## config.mk

```make
export PLATFORM = sky130hd
export DESIGN_NAME = mem_stage
export DESIGN_NICKNAME = d
export VERILOG_FILES = /design/src/rtl/mem_stage.sv
export SDC_FILE = /design/constraint.sdc
export NUM_CORES = 1
export LEC_CHECK = 0
export CORE_ASPECT_RATIO = 1.25
export CORE_MARGIN = 2
export CORE_UTILIZATION = 45
export CTS_CLUSTER_SIZE = 10
export DETAILED_ROUTE_END_ITERATION = 10
export PLACE_DENSITY = 0.81
export SKIP_CTS_REPAIR_TIMING = 1
export SLEW_MARGIN = 5
export SYNTH_ARGS = -nofsm -noshare
export SYNTH_HDL_FRONTEND = slang
export SYNTH_SLANG_ARGS = --single-unit
export TNS_END_PERCENT = 50
```

## constraint.sdc

```tcl
create_clock -name clk -period 9 [get_ports clk]
set_clock_uncertainty 0.05 [all_clocks]
set_input_delay 1.8 -clock clk [delete_from_list [all_inputs] [get_ports clk]]
set_output_delay 1.8 -clock clk [all_outputs]
set_load 0.02 [all_outputs]
```

## src/rtl/mem_stage.sv

```systemverilog
// mem_stage -- memory stage of the 5-stage pipelined CPU.
//
// Holds the EX/MEM pipeline register, performs byte/half/word loads and
// stores over a req/ack data bus, and drives the MEM/WB register. While a
// bus access is outstanding, mem_stall freezes the upstream stages.
//
// Ports:
//   clk, rst           pipeline clock (rising edge), async active-high reset
//   ex_*               execute-stage result captured into the EX/MEM register
//   flush              capture a bubble instead of the ex_* inputs
//   mem_stall          combinational freeze request to upstream stages
//   bus_*              registered req/ack data bus (word-aligned address,
//                      little-endian byte enables)
//   bus_rdata/bus_ack  read data and completion, sampled in the ack cycle
//   wb_*               MEM/WB register outputs
//   misalign_exc       one-cycle pulse alongside a killed misaligned access
module mem_stage #(
    parameter int ADDR_W = 32
) (
    input  logic              clk,
    input  logic              rst,
    input  logic              ex_valid,
    input  logic [31:0]       ex_alu_out,
    input  logic [31:0]       ex_store_data,
    input  logic              ex_mem_read,
    input  logic              ex_mem_write,
    input  logic [1:0]        ex_size,
    input  logic              ex_load_unsigned,
    input  logic              ex_reg_write,
    input  logic [4:0]        ex_wreg,
    input  logic              flush,
    output logic              mem_stall,
    output logic              bus_req,
    output logic              bus_we,
    output logic [ADDR_W-1:0] bus_addr,
    output logic [3:0]        bus_be,
    output logic [31:0]       bus_wdata,
    input  logic [31:0]       bus_rdata,
    input  logic              bus_ack,
    output logic              wb_valid,
    output logic              wb_reg_write,
    output logic [4:0]        wb_wreg,
    output logic [31:0]       wb_data,
    output logic              misalign_exc
);

    typedef enum logic {IDLE, BUS} state_t;

    state_t      state, state_next;

    logic        m_valid;
    logic [31:0] m_alu_out;
    logic [31:0] m_store_data;
    logic        m_mem_read;
    logic        m_mem_write;
    logic [1:0]  m_size;
    logic        m_load_unsigned;
    logic        m_reg_write;
    logic [4:0]  m_wreg;

    logic        memop;
    logic        misaligned;
    logic [3:0]  lane_be;
    logic [31:0] lane_wdata;
    logic [31:0] load_val;
    logic [7:0]  load_byte;
    logic [15:0] load_half;

    // EX/MEM register: holds while stalled; flush only matters when loading.
    // NOTE: sequential state uses non-blocking (<=) so every register samples
    // pre-edge values regardless of block ordering.
    always_ff @(posedge clk or posedge rst) begin
        if (rst) begin
            m_valid         <= 1'b0;
            m_alu_out       <= '0;
            m_store_data    <= '0;
            m_mem_read      <= 1'b0;
            m_mem_write     <= 1'b0;
            m_size          <= '0;
            m_load_unsigned <= 1'b0;
            m_reg_write     <= 1'b0;
            m_wreg          <= '0;
        end else if (!mem_stall) begin
            m_valid         <= ex_valid & ~flush;
            m_alu_out       <= ex_alu_out;
            m_store_data    <= ex_store_data;
            m_mem_read      <= ex_mem_read;
            m_mem_write     <= ex_mem_write;
            m_size          <= ex_size;
            m_load_unsigned <= ex_load_unsigned;
            m_reg_write     <= ex_reg_write;
            m_wreg          <= ex_wreg;
        end
    end

    assign memop = m_valid & (m_mem_read | m_mem_write);

    // Size 11 behaves as word, so size[1] alone selects the word check.
    // Alignment only matters for memory ops; ALU results may be odd.
    assign misaligned = memop &
        (((m_size == 2'b01) & m_alu_out[0]) | (m_size[1] & (m_alu_out[1:0] != 2'b00)));

    assign mem_stall = memop & ~misaligned & ~((state == BUS) & bus_ack);

    // Byte-lane steering for stores; loads use the same enables.
    // NOTE: every always_comb output gets a default first so no path
    // leaves it unassigned and infers a latch.
    always_comb begin
        lane_be    = 4'b1111;
        lane_wdata = m_store_data;
        case (m_size)
            2'b00: begin
                lane_be    = 4'b0001 << m_alu_out[1:0];
                lane_wdata = {4{m_store_data[7:0]}};
            end
            2'b01: begin
                lane_be    = m_alu_out[1] ? 4'b1100 : 4'b0011;
                lane_wdata = {2{m_store_data[15:0]}};
            end
            default: ;
        endcase
    end

    // Load extraction: select lane by address, then sign/zero extend.
    always_comb begin
        load_byte = bus_rdata[7:0];
        case (m_alu_out[1:0])
            2'b01:   load_byte = bus_rdata[15:8];
            2'b10:   load_byte = bus_rdata[23:16];
            2'b11:   load_byte = bus_rdata[31:24];
            default: ;
        endcase
        load_half = m_alu_out[1] ? bus_rdata[31:16] : bus_rdata[15:0];
        load_val  = bus_rdata;
        case (m_size)
            2'b00: load_val = m_load_unsigned ? {24'd0, load_byte}
                                              : {{24{load_byte[7]}}, load_byte};
            2'b01: load_val = m_load_unsigned ? {16'd0, load_half}
                                              : {{16{load_half[15]}}, load_half};
            default: ;
        endcase
    end

    // FSM: one IDLE cycle per memory op, then BUS until acknowledged.
    always_ff @(posedge clk or posedge rst) begin
        if (rst) state <= IDLE;
        else     state <= state_next;
    end

    always_comb begin
        state_next = state;
        case (state)
            IDLE: if (memop & ~misaligned) state_next = BUS;
            BUS:  if (bus_ack)             state_next = IDLE;
            default: state_next = IDLE;
        endcase
    end

    // Bus outputs are registered: loaded on entry to BUS, held until the
    // ack edge, then cleared so they read 0 in IDLE.
    always_ff @(posedge clk or posedge rst) begin
        if (rst) begin
            bus_req   <= 1'b0;
            bus_we    <= 1'b0;
            bus_addr  <= '0;
            bus_be    <= '0;
            bus_wdata <= '0;
        end else if ((state == IDLE) && (state_next == BUS)) begin
            bus_req   <= 1'b1;
            bus_we    <= m_mem_write;
            bus_addr  <= {m_alu_out[ADDR_W-1:2], 2'b00};
            bus_be    <= lane_be;
            bus_wdata <= lane_wdata;
        end else if ((state == BUS) && bus_ack) begin
            bus_req   <= 1'b0;
            bus_we    <= 1'b0;
            bus_addr  <= '0;
            bus_be    <= '0;
            bus_wdata <= '0;
        end
    end

    // MEM/WB register: a stall inserts a bubble; a misaligned op becomes a
    // bubble flagged by misalign_exc in the same cycle.
    always_ff @(posedge clk or posedge rst) begin
        if (rst) begin
            wb_valid     <= 1'b0;
            wb_reg_write <= 1'b0;
            wb_wreg      <= '0;
            wb_data      <= '0;
            misalign_exc <= 1'b0;
        end else begin
            wb_valid     <= ~mem_stall & m_valid & ~misaligned;
            wb_reg_write <= ~mem_stall & m_valid & ~misaligned & m_reg_write;
            wb_wreg      <= m_wreg;
            wb_data      <= m_mem_read ? load_val : m_alu_out;
            misalign_exc <= ~mem_stall & misaligned;
        end
    end

endmodule

```

## Word level (Yosys, flattened, before mapping)

Cells that the tools add are included.

- Flip-flop bits (word level): 187
- Output and inout port bits: 111
- Input bits: 112
- Word-level logic and storage cells: 69

- Reduce and logical (&&, ||, !) cells: 5
- Muxes and demuxes: 20
- Shift operators: 1
- Equality and inequality tests: 4
- Bitwise logic cells: 19

Operator list:

| cell | count |
|---|---|
| $mux W32 | 6 |
| $pmux W32 S2 | 2 |
| $pmux W8 S3 | 1 |
| $mux W16 | 1 |
| $and A1 B1 Y1 | 12 |
| $mux W4 | 3 |
| $pmux W4 S2 | 1 |
| $mux W1 | 5 |
| $not A1 Y1 | 5 |
| $eq A2 B1 Y1 const B | 2 |
| $eq A2 B2 Y1 const B | 2 |
| $reduce_bool A2 Y1 | 2 |
| $shl A1 B2 Y4 const A | 1 |
| $logic_and A1 B1 Y1 | 2 |
| $logic_not A2 Y1 | 1 |
| $or A1 B1 Y1 | 2 |
| $pmux W1 S2 | 1 |

## Logic depth before layout (Yosys ltp)

Gate-level depths: netlist of run 1.

- Depth in word-level cells: 11
- Gate-level depth with buffers: 8
- Depth with buffers taken out: 5

## Least setup slack after synthesis of run 1

OpenSTA, ideal clock, no wires.

- Path kind: input port to output port
- Start: in bus_ack
- End: out mem_stall
- Slack: 4.746 ns
- Data arrival time: 2.404 ns
- Cell stages on the path: 4
- Buffers on the path: 1
- Data required time: 7.150 ns
- Cell sequence: nand2_1 nand2_4 inv_6 buf_8

- Cells in the longest elaborated chain, start to end: 3

RTL lines:

| what | RTL line | text |
|---|---|---|
| start, declared | 39 | `input logic bus_ack,` |
| $and A1 B1 Y1 | 103 | `assign mem_stall = memop & ~misaligned & ~((state == BUS) & bus_ack);` |
| $not A1 Y1 | 103 |  |
| $and A1 B1 Y1 | 103 |  |
| end, declared | 32 | `output logic mem_stall,` |

No other way between the ends.

## Worst setup path after layout of run 1

Ends and elaborated chain as after synthesis.

==> flow_results.org, run 1 <==
** Detailed routing
- 1st-iter DRT viols :: 478
- Detail-routed net length per standard cell :: 20.1 um
- Using the TritonRoute via totals, the vias-per-cell ratio works out to 5.47.
- Drt first pass iters :: 5
- In the routed design, unresolved DRC markers number 0.
- The detail route stage leaves a number of antenna-violating nets equal to 0.
- Total Routed Length :: 23.1 mm
- The detailed router placed 6,309 vias in this run.

** Hold path
- Worst hold-check path type :: flop to flop
- In this run the most critical hold path is launched from m_wreg[1].
- The path with the worst hold slack has its endpoint at wb_wreg[1].
- The worst hold path passes through 0 cells.

** Finish
- Most frequent standard cell in the layout excluding fill and tap cells :: clkdlybuf4s50_1
- Post-route standard cell area excluding fillers :: 0.0111 sq mm
- Post-layout net count :: 1,025
- The number of antenna diodes in the final layout is 0.
- Number of inserted filler cells in the final layout :: 1,491
- Area growth, synth to finish :: 33.8%
- Share of layout cells above drive strength 1 :: 9.07%
- Commonest cells after routing, fill and taps aside :: 220 x clkdlybuf4s50_1, 184 x dfrtp_1, 103 x nand2_1

** Critical path
- Req. time, crit path :: 7.15 ns
- The worst setup path is launched from an input pin.
- The worst setup path is of the input pin to primary output kind.
- The worst register-to-register path begins at m_size[0].
- The endpoint identified for the worst register-to-register timing path is m_wreg[2].
- The worst setup path is captured at a primary output.
- Register-to-register setup slack :: 5.29 ns
- Along the worst path, the maximum fanout reaches 60.
- Arrival @ worst endpoint :: 4.54 ns
- Number of cells traversed by the worst register-to-register path :: 5

** Global route
- The first global-routing pass estimated 35.7 mm of wire.
- Pin count of the biggest net entering global routing :: 127
- GRT Total Usage :: 23.8%
- After global routing the overflow that remains totals 0.
- Initial antenna violation count :: 0
- Number of global-route vias before repair :: 6,358

** Floorplan
- From left edge to right edge, the die measures 126 um.
- The floorplan step set the die height to 156 um.
- Initial standard-cell utilization of the core :: 45.9%
- During I/O placement, the number of pins put on the boundary was 223.
- Full die area :: 0.0196 sq mm
- The core region is 0.0181 sq mm.
- Row generation in the floorplan step produced 55 rows.

** Power
- The worst-case IR drop observed on VDD is 150 uV.
- Cell internal power was estimated by the tool at 1.94 mW.
- Clock network fraction of total power :: 23.3%
- Switch share :: 35.5%
- The analysis attributes to net switching a power of 1.07 mW.
- Pwr Density :: 271 mW/mm^2
- Proportion of power drawn by combinational gates :: 36.3%
- Lkg Pwr :: 4.85 nW
- Sequential cells burn 40.4% of the power.

** Placement
- Once placement finished, the instance area stood at 0.0106 sq mm.
- Number of buffer cells added on primary ports :: 220
- Routability-driven placement finished with a final weighted congestion of 0.828.
- After legalization and detailed placement, the total HPWL measured 15.9 mm.

** Synth
- Number of synthesized flops with an enable pin :: 0
- Mapped Area :: 0.00831 sq mm
- In the synthesized netlist the dominant register cell turns out to be dfrtp_1.
- Mean post-synth cell area :: 11.5 sq um
- In this run, synthesis produced a sequential element count of 185.
- Mapped Cells :: 720
- Async set-reset flop share out of synthesis :: 100%
- Unique cell type count in the Yosys netlist :: 44
- Yosys printed 0 warnings.
- Proportion of synthesized chip area in sequential cells :: 55.7%

** Timing
- Measured slew at the worst slew-check pin :: 1.09 ns
- Fin crit period :: 6.39 ns
- The number of max-slew violations in the final report came to 0.
- Unrepaired setup endpoints after global routing :: false
- After layout, the worst path uses 71.0% of the clock period.
- Fmax :: 0.156 GHz
- Smallest hold slack :: 0.329 ns
- Worst slew margin :: 26.9%
- Setup violations remaining at the end of the flow were counted as 0.
- The number of failing hold endpoints at the final stage was 0.
- Final setup TNS :: 0 ns

** CTS
- Clock tree root driver cell :: clkbuf_16
- Clock tree from TritonCTS :: done
- In this run, CTS created clock tree buffers numbering 17.
- Reg clk slew, reported paths :: 0.07 ns
- CTS max path bufs :: 2
- CTS saw 185 sinks.
- CTS built an H-tree with a depth of 4.
- The later pin in the worst-skew pair is clocked with a latency of 0.43 ns.

** Flow run
- Maximum Capacitance Violations :: 0

** Run status
- Status :: finished, final reports clean
logic make-up (layout without fill, tap and decap cells):
logic type	Yosys count	after routing	share of synthesized area (%)
buffers and inverters	65	270	4.35
flip-flops	185	185	55.7
multiplexers	153	153	20.7
AO/OA/AOI/OAI	150	150	10.9
other	1	2	0.0451
AND/OR/NAND/NOR	165	165	8.15
adder cells (fa/ha/maj)	1	1	0.120
critical path: stages:
cell             delay [ns]
clkdlybuf4s50_1        0.48
nand2_1                0.55
nand2_4                0.34
inv_6                  0.55
clkdlybuf4s50_1        0.73
synth_stat cells, drive strengths merged, types with 8 or more instances:
cell type	n	area, sq um
dfrtp	185	4630
nand2	104	398
mux2	93	1080
o21ai	71	355
mux2i	57	571
nor2	37	139
clkbuf	28	105
a21oi	26	141
buf	26	210
a22oi	13	97.6
inv	11	46.3
nor2b	8	50.1
routing by layer:
metal / part of all wire [%] / wire (um) / vias up / GRT usage (%)
met5: 0 / 0 / - / 0
met2: 51 / 11900 / 245 / 41.2
met4: 2.8 / 653 / 0 / 8.25
li1: - / - / 2889 / -
met3: 6.0 / 1380 / 43 / 5.01
met1: 40 / 9260 / 3132 / 29.8
power groups by stage:
stage | Clock [mW] | Combinational [mW] | Sequential, mW
floorplan | 0 | 0.389 | 1.40
global placement | 0 | 1.08 | 1.22
detailed placement | 0 | 1.10 | 1.23
CTS | 0.714 | 1.10 | 1.22
global route | 0.749 | 1.17 | 1.25
finish | 0.702 | 1.09 | 1.22
worst max-delay path by stage:
stage	slack, ns	end	depth (start not counted)	start
2_1_floorplan	2.12	bus_addr[10]	1	rst
3_3_place_gp	2.67	mem_stall	5	bus_ack
3_5_place_dp	2.58	mem_stall	5	bus_ack
4_1_cts	2.60	mem_stall	5	bus_ack
5_1_grt	2.45	mem_stall	5	bus_ack
6_report	2.61	mem_stall	5	bus_ack
state kept, by name, indices dropped and copies added (netlist names), 2 cells and up:
register,flops
m_store_data,32
bus_addr,30
m_alu_out,32
m_size,2
wb_data,32
bus_be,4
m_wreg,5
bus_wdata,32
wb_wreg,5
layout make-up:
type	count	area [sq um]	area share (%)
Tap cell	228	285	2.57
Timing Repair Buffer	227	2250	20.3
Clock inverter	12	92.6	0.833
Inverter	11	53.8	0.484
Sequential cell	185	4630	41.6
Clock buffer	20	457	4.11
Multi-Input combinational cell	471	3340	30.1
metrics by stage:
step	utilization, %	setup WS, ns	power (mW)	instances
finish	61.4	2.61	3.01	1154
CTS	61.4	2.60	3.03	1154
floorplan	-	2.12	1.79	721
global route	61.4	2.45	3.16	1154
detailed placement	58.4	2.58	2.33	1122
global placement	58.4	2.67	2.30	1122
(Power assumes the default switching activity.)
==> run 2, diff against run 1 <==
==> constraint.sdc (replaced) <==
create_clock -name clk -period 6.06 [get_ports clk]
set_clock_uncertainty 0.05 [all_clocks]
set_input_delay 1.212 -clock clk [delete_from_list [all_inputs] [get_ports clk]]
set_output_delay 1.212 -clock clk [all_outputs]
set_load 0.02 [all_outputs]
==> run 2 against run 1 <==
  * Worst hold slack lost 0.0059 ns
  * Global-route usage grew 0.088 points
  * Worst setup slack lost 1.1 ns
  * Sequential cell count is the same
  * Via count shrank 1.3%
  * Non-clock buffer count grew 3
  * Sequential share of layout area shrank 0.25 points
==> flow_results.org, run 2 (same netlist as run 1, synthesis figures left out) <==
** Run status
- Status :: finished, final reports clean

** CTS
- Reg clk slew, reported paths :: 0.06 ns (about the same)
- The maximum buffer depth of the clock tree came to 2 (unchanged).
- The clock insertion delay at the later pin of the skew report was 0.43 ns (about the same).
- Clock tree root driver cell :: clkbuf_16
- The maximum level of the CTS H-tree was 4 (unchanged).
- The number of CTS-inserted buffers was 17 (unchanged).
- Clk sinks :: 185 (unchanged)
- TritonCTS built the clock tree.

** Finish
- Share of layout cells above drive strength 1 :: 9.47% (+0.40 points)
- The library cells used most frequently in the layout, excluding fill and tap cells, are 220 x clkdlybuf4s50_1, 183 x dfrtp_1, 103 x nand2_1.
- Leaving out fill and tap cells, the most frequent cell in the layout is clkdlybuf4s50_1.
- The fill cell instance count of the final layout is 1,507 (+1.1%).
- The final instance count without filler cells is 1,157 (+0.26%).
- Area growth, synth to finish :: 34.6%
- The total inserted antenna cells was 0 (unchanged).
- The number of nets in the final layout came to 1,028 (+0.29%).

** Placement
- Number of buffer cells added on primary ports :: 220 (unchanged)
- The number of cells in the design after placement came to 1,125 (+0.27%).
- The routability-driven placement congestion ratio is 0.860 (+3.9%).
- The HPWL after detailed placement is 16.0 mm (+0.48%).

** Flow run
- Maximum Capacitance Violations :: 0 (unchanged)

** Detailed routing
- The via count came to 6,226 (-1.3%).
- Detail-routed net length per standard cell :: 19.9 um (-0.79%)
- The detailed-route vias per instance came to 5.38 (-1.6%).
- The number of search-and-repair iterations in the first detailed-routing pass was 4 (-1).
- Antenna viol nets, final :: 0 (unchanged)
- The iteration-0 DRC count of the detailed router is 446 (-6.7%).
- The DRC violation count after routing came to 0 (unchanged).
- Total Routed Length :: 23.0 mm (-0.53%)

** Critical path
- CP Class :: input pin to primary output
- Maximum fanout count along the critical path :: 18 (-70%)
- Endpoint type of the worst setup path :: primary output
- In this design, the largest share of critical-path delay is due to buffers and inverters.
- Req. time, crit path :: 4.80 ns (-2.35 ns)
- The signal arrival time at the worst endpoint is 3.32 ns (-1.22 ns).
- Critical-path cell with the highest stage delay :: clkdlybuf4s50_1
- Number of buffers and inverters on the critical path :: 3 (unchanged)
- Most numerous cell on the critical path :: clkdlybuf4s50_1
- Startpoint type of the worst setup path :: input pin
- Critical path, cell by cell :: clkdlybuf4s50_1, nand2_1, nand2_4, inv_6, clkdlybuf4s50_1
- The maximum cell stage delay along the critical path came to 0.60 ns (-0.13 ns).

** Floorplan
- Full die area :: 0.0196 sq mm (unchanged)
- The number of placement rows is 55 (unchanged).
- The floorplan core area is 0.0181 sq mm (unchanged).
- The horizontal die dimension came to 126 um (unchanged).
- Height of the die :: 156 um (unchanged)
- The initial cell density of the core is 45.9% (unchanged).
- Number of I/O pins :: 223 (unchanged)

** Timing
- Final setup violation count :: 0 (unchanged)
- Slew Viols, Final :: 0 (unchanged)
- Final Hold Viols :: 0 (unchanged)
- Fin crit period :: 4.58 ns
- Derived from the worst setup path, the maximum achievable clock frequency is 0.218 GHz.
- The final critical path takes up 75.6% of the cycle.
- Final setup TNS :: 0 ns (unchanged)
- The measured slew at the worst slew-check pin came to 1.06 ns (-0.0358 ns).
- Setup repair after global routing left no endpoint under its margin.
- Worst slew margin :: 29.2% (+2.4 points)

** Global route
- Number of global-route vias before repair :: 6,424 (+1.0%)
- Pin count of the biggest net entering global routing :: 118 (-7.1%)
- The wire length of the first global-routing pass was 36.3 mm (+1.5%).
- The final global-route overflow total came to 0 (unchanged).
- GRT Total Usage :: 23.9% (+0.088 points)
- Initial antenna violation count :: 0 (unchanged)

** Power
- The power per cell area is 406 mW/mm^2 (+50%).
- The static leakage was 4.87 nW (+0.36%).
- The largest vdd supply drop came to 250 uV (+66%).

** Hold path
- Worst hold-check path type :: flop to flop
-- run 2: changes by cell type in the layout (fill, tap and decap cells not counted), sizes merged --
cell,before,now
clkbuf,20,19
clkinvlp,1,5
buf,7,10
bufinv,0,2
clkinv,8,4
inv,14,13
-- run 2: area by class of cell --
cell class / instances / area, sq um / share of cell area (%)
Clock buffer: 19 / 443 / 3.96
Multi-Input combinational cell: 471 / 3340 / 29.9
Clock inverter: 13 / 144 / 1.29
Tap cell: 228 / 285 / 2.55
Sequential cell: 185 / 4630 / 41.4
Timing Repair Buffer: 230 / 2290 / 20.5
Inverter: 11 / 50.0 / 0.447
-- run 2: path summary, 6_finish.rpt --
path / start / slack [ns] / to / depth (start not counted)
max: bus_ack / 1.48 / mem_stall / 5
min reg2reg: m_wreg[2] / 0.32 / wb_wreg[2] / 0
min: m_wreg[2] / 0.32 / wb_wreg[2] / 0
max in group asynchronous: rst / 3.98 / m_load_unsigned / 3
min in group asynchronous: rst / 1.25 / wb_data[17] / 3
max reg2reg: m_size[1] / 2.64 / m_alu_out[10] / 6
-- run 2: per-stage QoR --
stage               cell area, sq um  power (mW)  hold WS, ns  worst slack [ns]  util (%)
floorplan                       8320        2.65        0.300              2.42         -
global placement               10600        3.42        0.308              1.45      58.6
detailed placement             10600        3.46        0.313              1.44      58.6
CTS                            11200        4.59        0.328              1.44      61.8
global route                   11200        4.77        0.341              1.38      61.8
finish                         11200        4.54        0.323              1.48      61.8
-- run 2: worst reg2reg max path, delay by kind of cell (launching register included) --
kind                   cells  cell delay, ns
buffers and inverters      2            0.79
multiplexers               1            0.43
flip-flops                 1            0.71
AND/OR/NAND/NOR            2            0.77
AO/OA/AOI/OAI              1            0.55
-- run 2: power breakdown --
group	leakage [nW]	internal [mW]	switching [mW]
Sequential	2.24	1.56	0.254
Clock	0.276	0.623	0.489
Combinational	2.35	0.775	0.842
Total	4.87	2.96	1.59
-- run 2: per-layer routing --
| layer | GRT usage [%] | wire [um] | part of all wire [%] |
|---|---|---|---|
| met1 | 29.8 | 9550 | 41 |
| met2 | 42.1 | 11800 | 51 |
| met3 | 4.22 | 1110 | 4.8 |
| met4 | 8.15 | 535 | 2.3 |
| met5 | 0 | 0 | 0 |
==> run 3, diff against run 2 <==
==> constraint.sdc (replaced) <==
create_clock -name clk -period 4.55 [get_ports clk]
set_clock_uncertainty 0.05 [all_clocks]
set_input_delay 0.91 -clock clk [delete_from_list [all_inputs] [get_ports clk]]
set_output_delay 0.91 -clock clk [all_outputs]
set_load 0.02 [all_outputs]
==> run 3 against run 2 <==
  * Final cell count is 0.17% higher
  * Sequential power rose by 32%
  * Clock power rose by 29%
  * Highest routed layer unchanged
  * Via count shrank 0.77%
  * Die area stayed put
  * Wire length is 0.13% lower
  * First-iteration DRC count is 13% lower
  * Largest power group unchanged
  * Critical path depth unchanged
  * Power is 32% higher
==> flow_results.org, run 3 (same netlist as run 1, synthesis figures left out) <==
** Run status
- Status :: finished, final reports clean

** Hold path
- The min-delay analysis places its worst path in the category flop to flop.
- Worst hold path endpoint :: wb_wreg[4]
- Number of cells traversed by the worst hold path :: 0 (unchanged)
- Hold path startpoint :: m_wreg[4]

** Global route
- First-pass GRT wire length :: 36.0 mm (-0.80%)
- Pin count of the biggest net entering global routing :: 186 (+58%)
- The via count of the first global-routing pass is 6,461 (+0.58%).
- GRT Total Usage :: 23.9% (-0.074 points)
- Overflow left after global routing :: 0 (unchanged)
- Initial antenna violation count :: 1 (+1)

** Timing
- The setup violation total in the final timing report is 0 (unchanged).
- Final critical-path share of the clock period :: 84.3%
- The normalized max-slew margin came to 21.1% (-8.2 points).
- The worst path in the final design needs a cycle of 3.84 ns, including I/O delays and setup.
- The final worst setup slack is 0.714 ns (-0.765 ns).
- Unrepaired setup endpoints after global routing :: false
- Final setup TNS :: 0 ns (unchanged)
- Measured slew at the worst slew-check pin :: 1.18 ns (+0.126 ns)
- The worst hold slack came to 0.325 ns (+0.00109 ns).
- The number of failing hold endpoints at the final stage is 0 (unchanged).
- Fmax :: 0.261 GHz
- The number of max-slew violations in the final report came to 0 (unchanged).

** Floorplan
- The initial cell density of the core was 45.9% (unchanged).
- Standard cell core area :: 0.0181 sq mm (unchanged)
- Number of rows in the core area :: 55 (unchanged)
- The die area was 0.0196 sq mm (unchanged).
- Die width :: 126 um (unchanged)
- The floorplan die height is 156 um (unchanged).
- Number of I/O pins :: 223 (unchanged)

** Critical path
- The worst setup path is launched from a flop.
- Destination of the worst register-to-register timing path :: m_alu_out[21]
- Maximum fanout count along the critical path :: 18 (unchanged)
- The worst setup path is of the flop to primary output kind.
- The signal arrival time at the worst endpoint was 2.88 ns (-0.44 ns).
- Req. time, crit path :: 3.59 ns (-1.21 ns)
- Origin of the critical flop-to-flop path :: m_alu_out[0]
- The flop-to-flop setup slack was 1.41 ns (-1.23 ns).
- STA classifies the critical path endpoint as a primary output.
- The depth of the most critical reg-to-reg path is 6 (unchanged).

** Placement
- Setup Slack @ Placement :: 1.05 ns (-0.396 ns)
- RD Place Congestion :: 0.837 (-2.7%)
- The count of buffers inserted at the top-level ports came to 220 (unchanged).
- The HPWL after detailed placement is 15.9 mm (-0.75%).

** Power
- Maximum vdd drop :: 287 uV (+15%)
- The static leakage is 4.88 nW (+0.19%).
- The power per cell area came to 537 mW/mm^2 (+32%).

** CTS
- The clock-pin slew of the registers on the worst-case setup and hold paths came to 0.07 ns (about the same).
- Clock insertion delay at the later pin of the skew report :: 0.42 ns (about the same)
- Clock tree from TritonCTS :: done
- Number of clock buffers inserted by TritonCTS :: 17 (unchanged)
- Number of levels the H-tree was split into :: 4 (unchanged)
- Clock tree root driver cell :: clkbuf_16
- CTS max path bufs :: 2 (unchanged)
- The sink count of the clock tree came to 185 (unchanged).

** Finish
- Share of layout cells above drive strength 1 :: 9.46% (-0.010 points)
- Leaving out fill and tap cells, the most frequent cell in the layout is clkdlybuf4s50_1.
- Post-layout net count :: 1,030 (+0.19%)
- Commonest cells after routing, fill and taps aside :: 220 x clkdlybuf4s50_1, 183 x dfrtp_1, 103 x nand2_1
- The share of the core filled with cells came to 61.8% (about the same).
- The synthesis-to-layout area growth was 34.5% (about the same).

** Detailed routing
- Total Routed Length :: 23.0 mm (-0.13%)
- Vias per Instance :: 5.33 (-0.94%)
- 1st-iter DRT viols :: 386 (-13%)
- Drt first pass iters :: 5 (+1)
- Residual DRC :: 0 (unchanged)
- The number of nets with antenna violations after routing came to 0 (unchanged).
- The routed length per instance came to 19.8 um (-0.31%).
- The via count was 6,178 (-0.77%).

** Flow run
- The total of max-cap violations was 0 (unchanged).
## run 3: worst max path at each step
stage	start	end	slack, ns	cells after the start
5_1_grt	m_alu_out[0]	mem_stall	0.55	5
2_1_floorplan	rst	bus_addr[10]	1.21	1
4_1_cts	m_alu_out[0]	mem_stall	0.67	5
3_3_place_gp	bus_ack	mem_stall	1.06	5
3_5_place_dp	bus_ack	mem_stall	1.05	5
6_report	m_alu_out[0]	mem_stall	0.71	5
## run 3: power by group
group	total (mW)	internal, mW	switching, mW
Combinational	2.19	1.04	1.15
Clock	1.43	0.806	0.623
Sequential	2.39	2.08	0.309
Total	6.00	3.92	2.08
## run 3: layer usage
metal	vias to the layer above	global-route usage, %	wire [um]
met3	38	5.04	1190
met1	3018	29.2	9300
met4	0	10.0	752
li1	2902	-	-
met2	220	41.0	11800
met5	-	0	0
## run 3: stage by stage
step,cells,power [mW],cell area (sq um)
after floorplan,721,3.54,8320
after global placement,1127,4.55,10600
after detailed placement,1127,4.61,10600
after CTS,1158,6.05,11200
after global routing,1159,6.31,11200
final,1159,6.00,11200
## run 3: cell type report
type / instances / area (sq um)
timing repair buffer: 232 / 2300
multi-input combinational: 471 / 3340
antenna: 1 / 2.50
fill: 1450 / 6920
inverter: 11 / 50.0
sequential: 185 / 4630
clock buffer: 19 / 433
clock inverter: 12 / 128
tap: 228 / 285
## run 3: critical path, cell delays in order, from the launching register on
cell             delay, ns
dfrtp_1               0.51
a21o_1                0.29
a21oi_4               0.54
nand2_4               0.38
inv_6                 0.12
clkdlybuf4s50_1       0.61
